[src/rtl/bcd_excess3_seq.sv]
// bcd_excess3_seq: converts a packed BCD word to Excess-3 one digit per clock through a single shared converter.
// Define BCD_SEQ_ERR_CHECK_EN to flag input digits greater than 9 on out_err.
module BCD_to_Excess3 (
  input  logic [3:0] bcd,
  output logic [3:0] xs3
);
  assign xs3 = bcd + 4'd3;
endmodule

module bcd_excess3_seq #(
  parameter int DIGITS = 4
) (
  input  logic                clk,
  input  logic                rst_n,
  input  logic                in_valid,
  output logic                in_ready,
  input  logic [4*DIGITS-1:0] in_bcd,
  output logic                out_valid,
  input  logic                out_ready,
  output logic [4*DIGITS-1:0] out_xs3,
  output logic                out_err,
  output logic                busy
);
  localparam int CW = DIGITS > 1 ? $clog2(DIGITS) : 1;
  typedef enum logic [1:0] {IDLE, CONV, DONE} state_t;
  state_t              state;
  logic [CW-1:0]       cnt;
  logic [4*DIGITS-1:0] hold;
  logic [3:0]          digit;
  logic [3:0]          xs3;
  assign digit     = hold[4*cnt +: 4];
  assign in_ready  = state == IDLE;
  assign busy      = state != IDLE;
  assign out_valid = state == DONE;
  BCD_to_Excess3 u_conv (.bcd(digit), .xs3(xs3));
  always_ff @(posedge clk or negedge rst_n) begin
    if (!rst_n) begin
      state   <= IDLE;
      cnt     <= '0;
      hold    <= '0;
      out_xs3 <= '0;
    end else begin
      case (state)
        IDLE: if (in_valid) begin
          hold  <= in_bcd;
          cnt   <= '0;
          state <= CONV;
        end
        CONV: begin
          out_xs3[4*cnt +: 4] <= xs3;
          cnt                 <= cnt + 1'b1;
          if (cnt == CW'(DIGITS - 1)) state <= DONE;
        end
        DONE: if (out_ready) state <= IDLE;
        default: state <= IDLE;
      endcase
    end
  end
`ifdef BCD_SEQ_ERR_CHECK_EN
  logic err;
  always_ff @(posedge clk or negedge rst_n) begin
    if (!rst_n) err <= 1'b0;
    else if (state == IDLE && in_valid) err <= 1'b0;
    else if (state == CONV && digit > 4'd9) err <= 1'b1;
  end
  assign out_err = out_valid & err;
`else
  assign out_err = 1'b0;
`endif
endmodule
[config.mk]
export PLATFORM = sky130hd
export DESIGN_NAME = bcd_excess3_seq
export DESIGN_NICKNAME = d
export VERILOG_FILES = /design/src/rtl/bcd_excess3_seq.sv
export SDC_FILE = /design/constraint.sdc
export NUM_CORES = 1
export LEC_CHECK = 0
export BUFFER_PORTS_ARGS = -buffer_cell sky130_fd_sc_hd__buf_4
export CAP_MARGIN = 20
export CORE_MARGIN = 2
export CORE_UTILIZATION = 39
export DETAILED_ROUTE_END_ITERATION = 10
export PLACE_DENSITY = 0.6
export SYNTH_ARGS = -nofsm -noshare
export SYNTH_HDL_FRONTEND = slang
export SYNTH_SLANG_ARGS = --single-unit
[constraint.sdc]
create_clock -name clk -period 2.1 [get_ports clk]
set_clock_uncertainty 0.2 [all_clocks]
set_input_delay 0.21 -clock clk [delete_from_list [all_inputs] [get_ports clk]]
set_output_delay 0.21 -clock clk [all_outputs]
set_load 0.02 [all_outputs]
==> results.tsv, run 1 <==
stage	metric	value	unit
floorplanning	chipWidth	68.7	microns
place	routabilityCongestion	0.787	
drt	drt_iter0_markers	41	
yosys	postSynthAreaPerCell	12.2	sq um
drt	wirelength	3.29	mm
sta	grt_setup_unrepaired	no	
sta	fin_setup_tns	0	ns
place	dp_hpwl	2.45	mm
critical_path	start_kind	register	
yosys	ys_seq_elements	36	
yosys	ys_warn_count	0	
sta	period_minus_slack	1.98	ns
critical_path	rrSetupSlack	0.12	ns
sta	finalHoldViolations	0	
critical_path	reg2reg_from	cnt[0]	
sta	slew_violations	0	
global_routing	antenna_found_initial	0	
final_layout	finalNetCount	223	
global_routing	grt_usage	16.6	%
clock_tree	clock_sinks	36	
global_routing	met1_usage	20.4	%
global_routing	grt_first_pass_wirelength	5.67	mm
hold_path	min_path_type	input pin to async pin	
yosys	yosysUniqueCellTypes	27	
yosys	ys_seq_area_share	55.3	%
yosys	syn_nets	160	
sta	max_freq	504	MHz
final_layout	drive_gt1_share	35.9	%
drt	post_drt_wl_per_cell	13.3	microns
critical_path	worstSetupStartpoint	cnt[0]	
yosys	yosysTopAreaCellShare	55.3	%
drt	route.vias.total	1176	
yosys	synthFlopType	dfrtp_1	
yosys	synth.area.top_cells	dfrtp_1, mux2_2, nand2_1	
clock_tree	post_cts_buffers	0	
clock_tree	cts.path.max_buffers	2	
power_and_ir_drop	peakVddDrop	0.719	mV
power_and_ir_drop	p_total	3.44	mW
critical_path	crit_slowest_cell	mux4_2	
final_layout	syn2layout_area_growth	39.4	%
critical_path	critPathArrivalTime	1.96	ns
final_layout	utilization	56.8	%
place	io_buffers	38	
final_layout	n_antenna_cell	0	
drt	drc_errors	0	
yosys	ys_async_sr_fraction	100	%
global_routing	grtUsageMet3	5.36	%
drt	via_per_inst	4.74	
power_and_ir_drop	p_leak	1.11	nW
yosys	synth_cells	134	
drt	dr.pass1.iters	4	
critical_path	required	2.08	ns
global_routing	grt_pass1_vias	1199	
global_routing	grt_max_degree	37	
clock_tree	htreeDepth	2	
yosys	yosys-top-cells-count	dfrtp_1, nand2_1, mux2_2	
power_and_ir_drop	cellPowerDensity	1510	nW/um^2
yosys	synth_top_cell_by_area	dfrtp_1	
global_routing	use_met2	27.4	%
floorplanning	io_pins	40	
run	max_cap_violations	0	
drt	ant_nets	0	
critical_path	worstPathCellList	mux4_2 > inv_1 > ha_1 > xnor2_1 > a32o_1	
floorplanning	initial_core_util	40.8	%
critical_path	crit_path_max_incr_delay	0.58	ns
clock_tree	numCtsBuffers	5	
critical_path	crit_fanout	5	
outcome	run_status	finished, final reports clean	
critical_path	r2r_cells	5	
critical_path	critPathCapture	out_xs3[14]	
critical_path	crit_type	register to register	
clock_tree	clkTransAtPathRegs	0.07	ns
floorplanning	core	4000	sq um
yosys	synth_edf_count	0	
yosys	post-synth-top-count-cell	dfrtp_1	
floorplanning	num_rows	23	
critical_path	r2r_end	out_xs3[14]	
sta	setup_viol	0	
clock_tree	root_buffer	clkbuf_8	
clock_tree	cts_tree	done	
yosys	syn-cell-area	1630	sq um
floorplanning	dieArea	4710	sq um
clock_tree	clk_latency	0.29	ns
floorplanning	dieHeight	68.7	microns
global_routing	grt.overflow.total	0	
critical_path	cp-end-kind	register	
sta	fin_crit_sh	94.5	%
global_routing	grt.busiest_layer	met2	
placed cells by master, fill, tap and decap left out, drive strengths merged, types with 3 or more instances in the layout:
master and n:
ha 6, nor2 4, a22o 3, dlygate4sd3 19
buf 42, mux2 16, clkbuf 6, mux4 4
o21ai 14, dfrtp 36, nand2 22, nand4 3
inv 9
repair_timing:
item / in CTS / in global routing
hold buffers: 19 / 0
setup endpoints to repair: 0 / 10
resized for setup: 0 / 3
endpoints found under the hold margin: 54 / 0
flip-flops by register name (all words and copies together), names as in the netlist:
signal / count
hold: 16
out_xs3: 16
cnt: 2
state: 2
cell families (layout without fill, tap and decap cells):
family | Yosys count | count (layout) | synth area share (%)
multiplexers | 21 | 21 | 17.9
AO/OA/AOI/OAI | 19 | 19 | 7.21
adder cells (fa/ha/maj) | 6 | 6 | 4.60
buffers and inverters | 14 | 78 | 4.30
other | 1 | 1 | 0.230
flip-flops | 36 | 36 | 55.3
AND/OR/NAND/NOR | 35 | 35 | 9.44
XOR/XNOR | 2 | 2 | 1.07
through the flow:
step                      std cells  hold WS (ns)  setup slack [ns]  cell area [sq um]
final                           248         0.210             0.116               2270
after global routing            248         0.261            0.0122               2270
after CTS                       248         0.223            0.0117               2270
after detailed placement        221      -0.00996            0.0201               1970
after floorplan                 134        -0.286            0.0310               1630
after global placement          221       -0.0171             0.112               1970
area by class of cell:
cell class              count  area (sq um)
clock inverters             2          35.0
repair buffers             61           505
clock buffers               6          72.6
well taps                  50          62.6
multi-input cells          84           661
flip-flops and latches     36           902
inverters                   9          33.8
fillers                   353          1730
routing by layer:
layer	up-vias	share of wire [%]
met1	558	43
met5	-	0
met2	32	50
li1	580	-
met4	0	1.3
met3	6	5.0
worst min path at each step:
stage / startpoint / end
2_1_floorplan: rst_n / cnt[0]
3_3_place_gp: rst_n / out_xs3[12]
3_5_place_dp: rst_n / out_xs3[12]
4_1_cts: rst_n / out_xs3[7]
5_1_grt: rst_n / out_xs3[13]
6_report: rst_n / out_xs3[13]
where the power goes:
| group | internal, mW | switching, mW | leakage (nW) | total, mW |
|---|---|---|---|---|
| Clock | 0.352 | 0.241 | 0.0552 | 0.593 |
| Combinational | 0.791 | 0.845 | 0.597 | 1.64 |
| Sequential | 0.998 | 0.212 | 0.456 | 1.21 |
worst max-delay path, delay by kind of cell (launching register included):
kind | cells | cell delay (ns)
AOI/OAI and AO/OA | 1 | 0.29
xor gates and xnor gates | 1 | 0.14
adders and majority gates | 1 | 0.15
buffers and inverters | 1 | 0.08
DFF | 1 | 0.43
muxes | 1 | 0.58
Note: power is estimated with default switching activity, not from simulation.
==> run 2, diff against run 1 <==
- CELL_PAD_IN_SITES_DETAIL_PLACEMENT: default -> 2
- CELL_PAD_IN_SITES_GLOBAL_PLACEMENT: default -> 2
- CORE_UTILIZATION: 39 -> 30
- PLACE_DENSITY: 0.6 -> 0.69
==> run 2 against run 1 <==
  * Register-to-register slack barely moved
  * Die area grew 28%
  * Critical path depth down 1
  * Global-route usage is 0.82 points lower
  * Sequential share of layout area is 0.11 points lower
  * Critical endpoint is now out_xs3[7]
  * Highest routed layer unchanged
==> results.tsv, run 2 (synthesized netlist as in run 1, its figures left out) <==
stage	metric	value	unit
final_layout	finalNetCount	223	
place	io_buffers	38	
floorplanning	dieArea	6040	sq um
clock_tree	post_cts_buffers	0	
sta	period_minus_slack	1.97	ns
global_routing	grt_first_pass_wirelength	7.23	mm
sta	fin_setup_tns	0	ns
drt	wirelength	4.17	mm
clock_tree	cts_tree	done	
clock_tree	numCtsBuffers	5	
global_routing	grt.overflow.total	0	
critical_path	cp-end-kind	register	
critical_path	crit_slowest_cell	mux4_2	
critical_path	critPathArrivalTime	1.93	ns
sta	finalHoldViolations	0	
clock_tree	cts.path.max_buffers	2	
final_layout	n_antenna_cell	0	
floorplanning	initial_core_util	31.5	%
global_routing	grt_pass1_vias	1448	
final_layout	drive_gt1_share	36.0	%
place	routabilityCongestion	0.714	
floorplanning	dieHeight	77.7	microns
critical_path	crit_family	multiplexers	
floorplanning	io_pins	40	
clock_tree	htreeDepth	2	
outcome	run_status	finished, final reports clean	
sta	fin_crit_sh	93.8	%
sta	grt_setup_unrepaired	no	
final_layout	syn2layout_area_growth	39.8	%
sta	worst_slack	0.131	ns
clock_tree	clock_sinks	36	
global_routing	grt_max_degree	37	
critical_path	rrSetupSlack	0.13	ns
global_routing	antenna_found_initial	0	
hold_path	min_path_type	input pin to register	
global_routing	grt.busiest_layer	met2	
critical_path	crit_type	register to register	
critical_path	start_kind	register	
drt	drt_iter0_markers	35	
drt	ant_nets	0	
drt	post_drt_wl_per_cell	15.6	microns
power_and_ir_drop	p_leak	1.10	nW
final_layout	top_regs	hold: 16 flops, out_xs3: 16 flops	
final_layout	final_cell_mix	buf_4, dfrtp_1, nand2_1, dlygate4sd3_1, mux2_2	
drt	via_per_inst	4.67	
sta	max_freq	508	MHz
critical_path	crit_path_max_incr_delay	0.57	ns
global_routing	met1_usage	17.3	%
power_and_ir_drop	peakVddDrop	0.595	mV
drt	dr.pass1.iters	3	
clock_tree	clk_latency	0.29	ns
floorplanning	chipWidth	77.7	microns
sta	slew_violations	0	
power_and_ir_drop	cellPowerDensity	1530	nW/um^2
place	dp_hpwl	3.17	mm
drt	drc_errors	0	
critical_path	cp_num_buf_inv	0	
clock_tree	clkTransAtPathRegs	0.07	ns
global_routing	grtUsageMet3	2.91	%
clock_tree	root_buffer	clkbuf_8	
floorplanning	core	5170	sq um
floorplanning	num_rows	26	
drt	route.vias.total	1248	
critical_path	worstPathCellList	mux4_2 > o21ai_2 > xor2_1 > o21ai_0	
sta	hold_slack	0.00199	ns
global_routing	grt_usage	15.8	%
final_layout	final_common_cell	buf_4	
global_routing	use_met2	29.3	%
sta	setup_viol	0	
critical_path	crit_fanout	5	
place	post-place-ws	0.0127	ns
critical_path	required	2.06	ns
run	max_cap_violations	0	
[run 2: cell types whose count changed in the layout (fill, tap and decap cells not counted), sizes merged]
cell,change
clkinv,-1
clkbuf,+1
buf,+1
dlygate4sd3,-1
bufinv,-1
[run 2: power by group]
group,switching (mW),leakage [nW],internal [mW]
Sequential,0.222,0.456,0.999
Clock,0.237,0.0503,0.292
Combinational,0.925,0.596,0.805
[run 2: worst paths after layout]
check	start	cells after the start	end
max reg2reg	cnt[0]	4	out_xs3[7]
max	cnt[0]	4	out_xs3[7]
max in group asynchronous	rst_n	2	cnt[0]
min reg2reg	out_xs3[12]	2	out_xs3[12]
min	in_valid	3	state[0]
min in group asynchronous	rst_n	2	out_xs3[13]
[run 2: cell type report]
| cell class | instances | area, sq um |
|---|---|---|
| fillers | 544 | 2890 |
| well taps | 70 | 87.6 |
| clock buffers | 7 | 96.3 |
| multi-input cells | 84 | 656 |
| repair buffers | 61 | 503 |
| inverters | 9 | 33.8 |
| flip-flops and latches | 36 | 902 |
[run 2: per-layer routing]
| layer | wire (microns) | share of wire [%] | vias to the layer above |
|---|---|---|---|
| met5 | 0 | 0 | - |
| met4 | 91 | 2.2 | 0 |
| met3 | 152 | 3.6 | 8 |
| met2 | 2380 | 57 | 31 |
| met1 | 1540 | 37 | 627 |
| li1 | - | - | 582 |
[run 2: tightest hold or removal path, delay by kind of cell]
family                 cells  cell delay (ns)
and+or+nand+nor            1             0.10
muxes                      1             0.05
buffers and inverters      1             0.09
[run 2: through the flow]
stage	instance area [sq um]	total power, mW	instances	util [%]
2_1_floorplan	1630	2.28	134	-
3_3_place_gp	2000	2.87	242	38.8
3_5_place_dp	2000	2.98	242	38.8
4_1_cts	2280	3.55	267	44.1
5_1_grt	2280	3.77	267	44.0
6_report	2280	3.48	267	44.0
[run 2: repair_timing]
action / CTS / global route
setup endpoints to repair: 0 / 10
gates resized for setup: 0 / 2
hold endpoints to repair: 53 / 0
hold buffers: 18 / 0
==> run 3, diff against run 2 <==
- CORE_UTILIZATION: 30 -> 32
- PLACE_DENSITY: 0.69 -> 0.71
- RECOVER_POWER: default -> 25
- SYNTH_HIERARCHICAL: default -> 1
==> run 3 against run 2 <==
  * Die area up 3.9%
  * Hold slack better by 0.021 ns
  * Sequential cell count unchanged
  * Area after synthesis up 11%
  * Routed wire length up 19%
  * Critical path depth up 3
  * Non-clock buffer count up 10
  * The flow now finishes with violations (setup timing)
  * Via count up 13%
==> results.tsv, run 3 <==
stage	metric	value	unit
outcome	run_status	finished with violations	
outcome	violations	setup timing	
drt	ant_nets	0	
critical_path	crit_fanout	6	
final_layout	fin_area	2680	sq um
yosys	syn_nets	170	
floorplanning	initial_core_util	33.1	%
drt	via_per_inst	4.89	
sta	fin_crit_sh	102	%
critical_path	r2r_end	out_xs3[13]	
yosys	yosys-top-cells-count	dfrtp_1, inv_1, mux2_1	
place	placed_area	2250	sq um
global_routing	grt_pass1_vias	1624	
drt	dr.pass1.iters	4	
global_routing	grt_usage	18.0	%
final_layout	final_common_cell	buf_4	
sta	slew_headroom	37.9	%
final_layout	multi_input_area	922	sq um
clock_tree	root_buffer	clkbuf_8	
yosys	ys_seq_area_share	49.8	%
critical_path	rrSetupSlack	-0.04	ns
drt	route.vias.total	1413	
run	max_cap_violations	0	
sta	period_minus_slack	2.14	ns
sta	grt_setup_unrepaired	yes	
final_layout	drive_gt1_share	42.4	%
yosys	synth.area.top_cells	dfrtp_1, mux2_1, mux4_2	
drt	post_drt_wl_per_cell	17.2	microns
critical_path	reg2reg_from	cnt[0]	
final_layout	final-seq-area	903	sq um
yosys	synth_cells	144	
critical_path	required	2.09	ns
sta	finalHoldViolations	0	
global_routing	antenna_found_initial	0	
sta	worst_slack	-0.0423	ns
final_layout	fill_cells	570	
final_layout	final_cell_mix	buf_4, dfrtp_1, dlygate4sd3_1, mux2_1, inv_1	
sta	fin_setup_tns	-0.0599	ns
critical_path	start_kind	register	
yosys	post-synth-top-count-cell	dfrtp_1	
clock_tree	clock_sinks	36	
yosys	ys_warn_count	6	
global_routing	grt.overflow.total	0	
final_layout	top_regs	hold: 16 flops, out_xs3: 16 flops	
hold_path	min_path_type	input pin to register	
power_and_ir_drop	peakVddDrop	0.619	mV
drt	wirelength	4.97	mm
floorplanning	dieArea	6280	sq um
yosys	yosysTopAreaCellShare	49.8	%
floorplanning	num_rows	27	
yosys	ys_async_sr_fraction	100	%
place	post-place-ws	-0.193	ns
yosys	synth_top_cell_by_area	dfrtp_1	
yosys	syn-cell-area	1810	sq um
critical_path	critPathArrivalTime	2.14	ns
global_routing	grt_first_pass_wirelength	8.51	mm
final_layout	n_antenna_cell	0	
hold_path	min_from	in_valid	
drt	drc_errors	0	
floorplanning	dieHeight	79.2	microns
hold_path	hold_path_end	state[0]	
yosys	synth_edf_count	0	
yosys	synthFlopType	dfrtp_1	
floorplanning	chipWidth	79.2	microns
clock_tree	numCtsBuffers	5	
place	routabilityCongestion	0.772	
clock_tree	cts.path.max_buffers	2	
clock_tree	cts_tree	done	
sta	max_freq	467	MHz
place	dp_hpwl	3.61	mm
final_layout	finalNetCount	242	
sta	slew_violations	0	
sta	setup_viol	4	
power_and_ir_drop	cellPowerDensity	1790	nW/um^2
clock_tree	htreeDepth	2	
global_routing	grt_max_degree	37	
critical_path	r2r_cells	7	
clock_tree	clkTransAtPathRegs	0.08	ns
drt	drt_iter0_markers	46	
power_and_ir_drop	p_leak	1.20	nW
hold_path	worstHoldPathCells	3	
clock_tree	clk_latency	0.29	ns
floorplanning	core	5470	sq um
final_layout	syn2layout_area_growth	48.1	%
yosys	yosysUniqueCellTypes	32	
place	io_buffers	38	
sta	worstMarginPinSlew	0.932	ns
yosys	postSynthAreaPerCell	12.6	sq um
final_layout	utilization	49.0	%
critical_path	cp-end-kind	register	
critical_path	crit_type	register to register	
yosys	ys_seq_elements	36	
floorplanning	io_pins	40	
## run 3: cell types whose count changed after synthesis, moves of 4 or more
| cell | before | now |
|---|---|---|
| inv_1 | 9 | 19 |
| mux2_1 | 0 | 16 |
| mux2_2 | 16 | 1 |
| nand2_1 | 22 | 11 |
| nor2_1 | 4 | 0 |
| o21ai_0 | 13 | 0 |
| o32ai_1 | 0 | 7 |
| o32ai_2 | 0 | 4 |
## run 3: per-stage QoR
| stage | hold WS [ns] | total power [mW] | cells |
|---|---|---|---|
| CTS | 0.00824 | 4.70 | 287 |
| global route | 0.0408 | 5.15 | 289 |
| global placement | -0.00801 | 3.41 | 258 |
| detailed placement | 0.00800 | 3.57 | 258 |
| floorplan | -0.286 | 2.68 | 144 |
| finish | 0.0226 | 4.81 | 289 |
## run 3: area by class of cell
cell class / count / area share [%]
clock buffer: 5 / 2.57
clock inverter: 3 / 1.59
inverter: 19 / 2.80
multi-input combinational: 83 / 34.4
sequential: 36 / 33.7
tap: 72 / 3.36
timing repair buffer: 71 / 21.6
## run 3: critical path, cell delays in order (launching register included)
cell and delay, ns:
dfrtp_2 0.44, mux4_2 0.57, inv_2 0.11, ha_4 0.21, clkinvlp_4 0.12, buf_6 0.12, nand2_4 0.04, o32ai_4 0.23
## run 3: how the worst max path moves through the flow
stage / end / cells past startpoint / startpoint
2_1_floorplan: out_xs3[2] / 7 / cnt[0]
3_3_place_gp: out_xs3[3] / 5 / cnt[0]
3_5_place_dp: out_xs3[7] / 5 / cnt[0]
4_1_cts: out_xs3[13] / 7 / cnt[0]
5_1_grt: out_xs3[13] / 7 / cnt[0]
6_report: out_xs3[13] / 7 / cnt[0]
## run 3: cell families after synthesis
logic type,after synthesis,share of synthesized area (%)
XOR/XNOR,2,0.968
flip-flops,36,49.8
other,1,0.207
multiplexers,21,15.5
adder cells (fa/ha/maj),6,4.15
AO/OA/AOI/OAI,21,11.6
AND/OR/NAND/NOR,32,12.0
buffers and inverters,25,5.74
## run 3: power by group
group,leakage (nW),internal (mW),switching (mW),total (mW)
Combinational,0.693,1.46,1.48,2.94
Clock,0.0541,0.351,0.260,0.611
Sequential,0.455,1.01,0.251,1.26
Total,1.20,2.82,1.99,4.81
## run 3: metal layers
layer,vias to the layer above,GRT usage [%],wire (microns)
met1,729,20.5,1970
met5,-,0,0
li1,650,-,-
met4,0,4.66,55
met3,6,3.41,146
met2,28,34.2,2790
## run 3: timing repair
item / 4_1_cts / 5_1_grt
hold buffers: 18 / 0
resized for setup: 11 / 10
endpoints found under the hold margin: 53 / 0
buffers inserted: 3 / 2
endpoints found under the setup margin: 13 / 13
pin swaps: 4 / 4
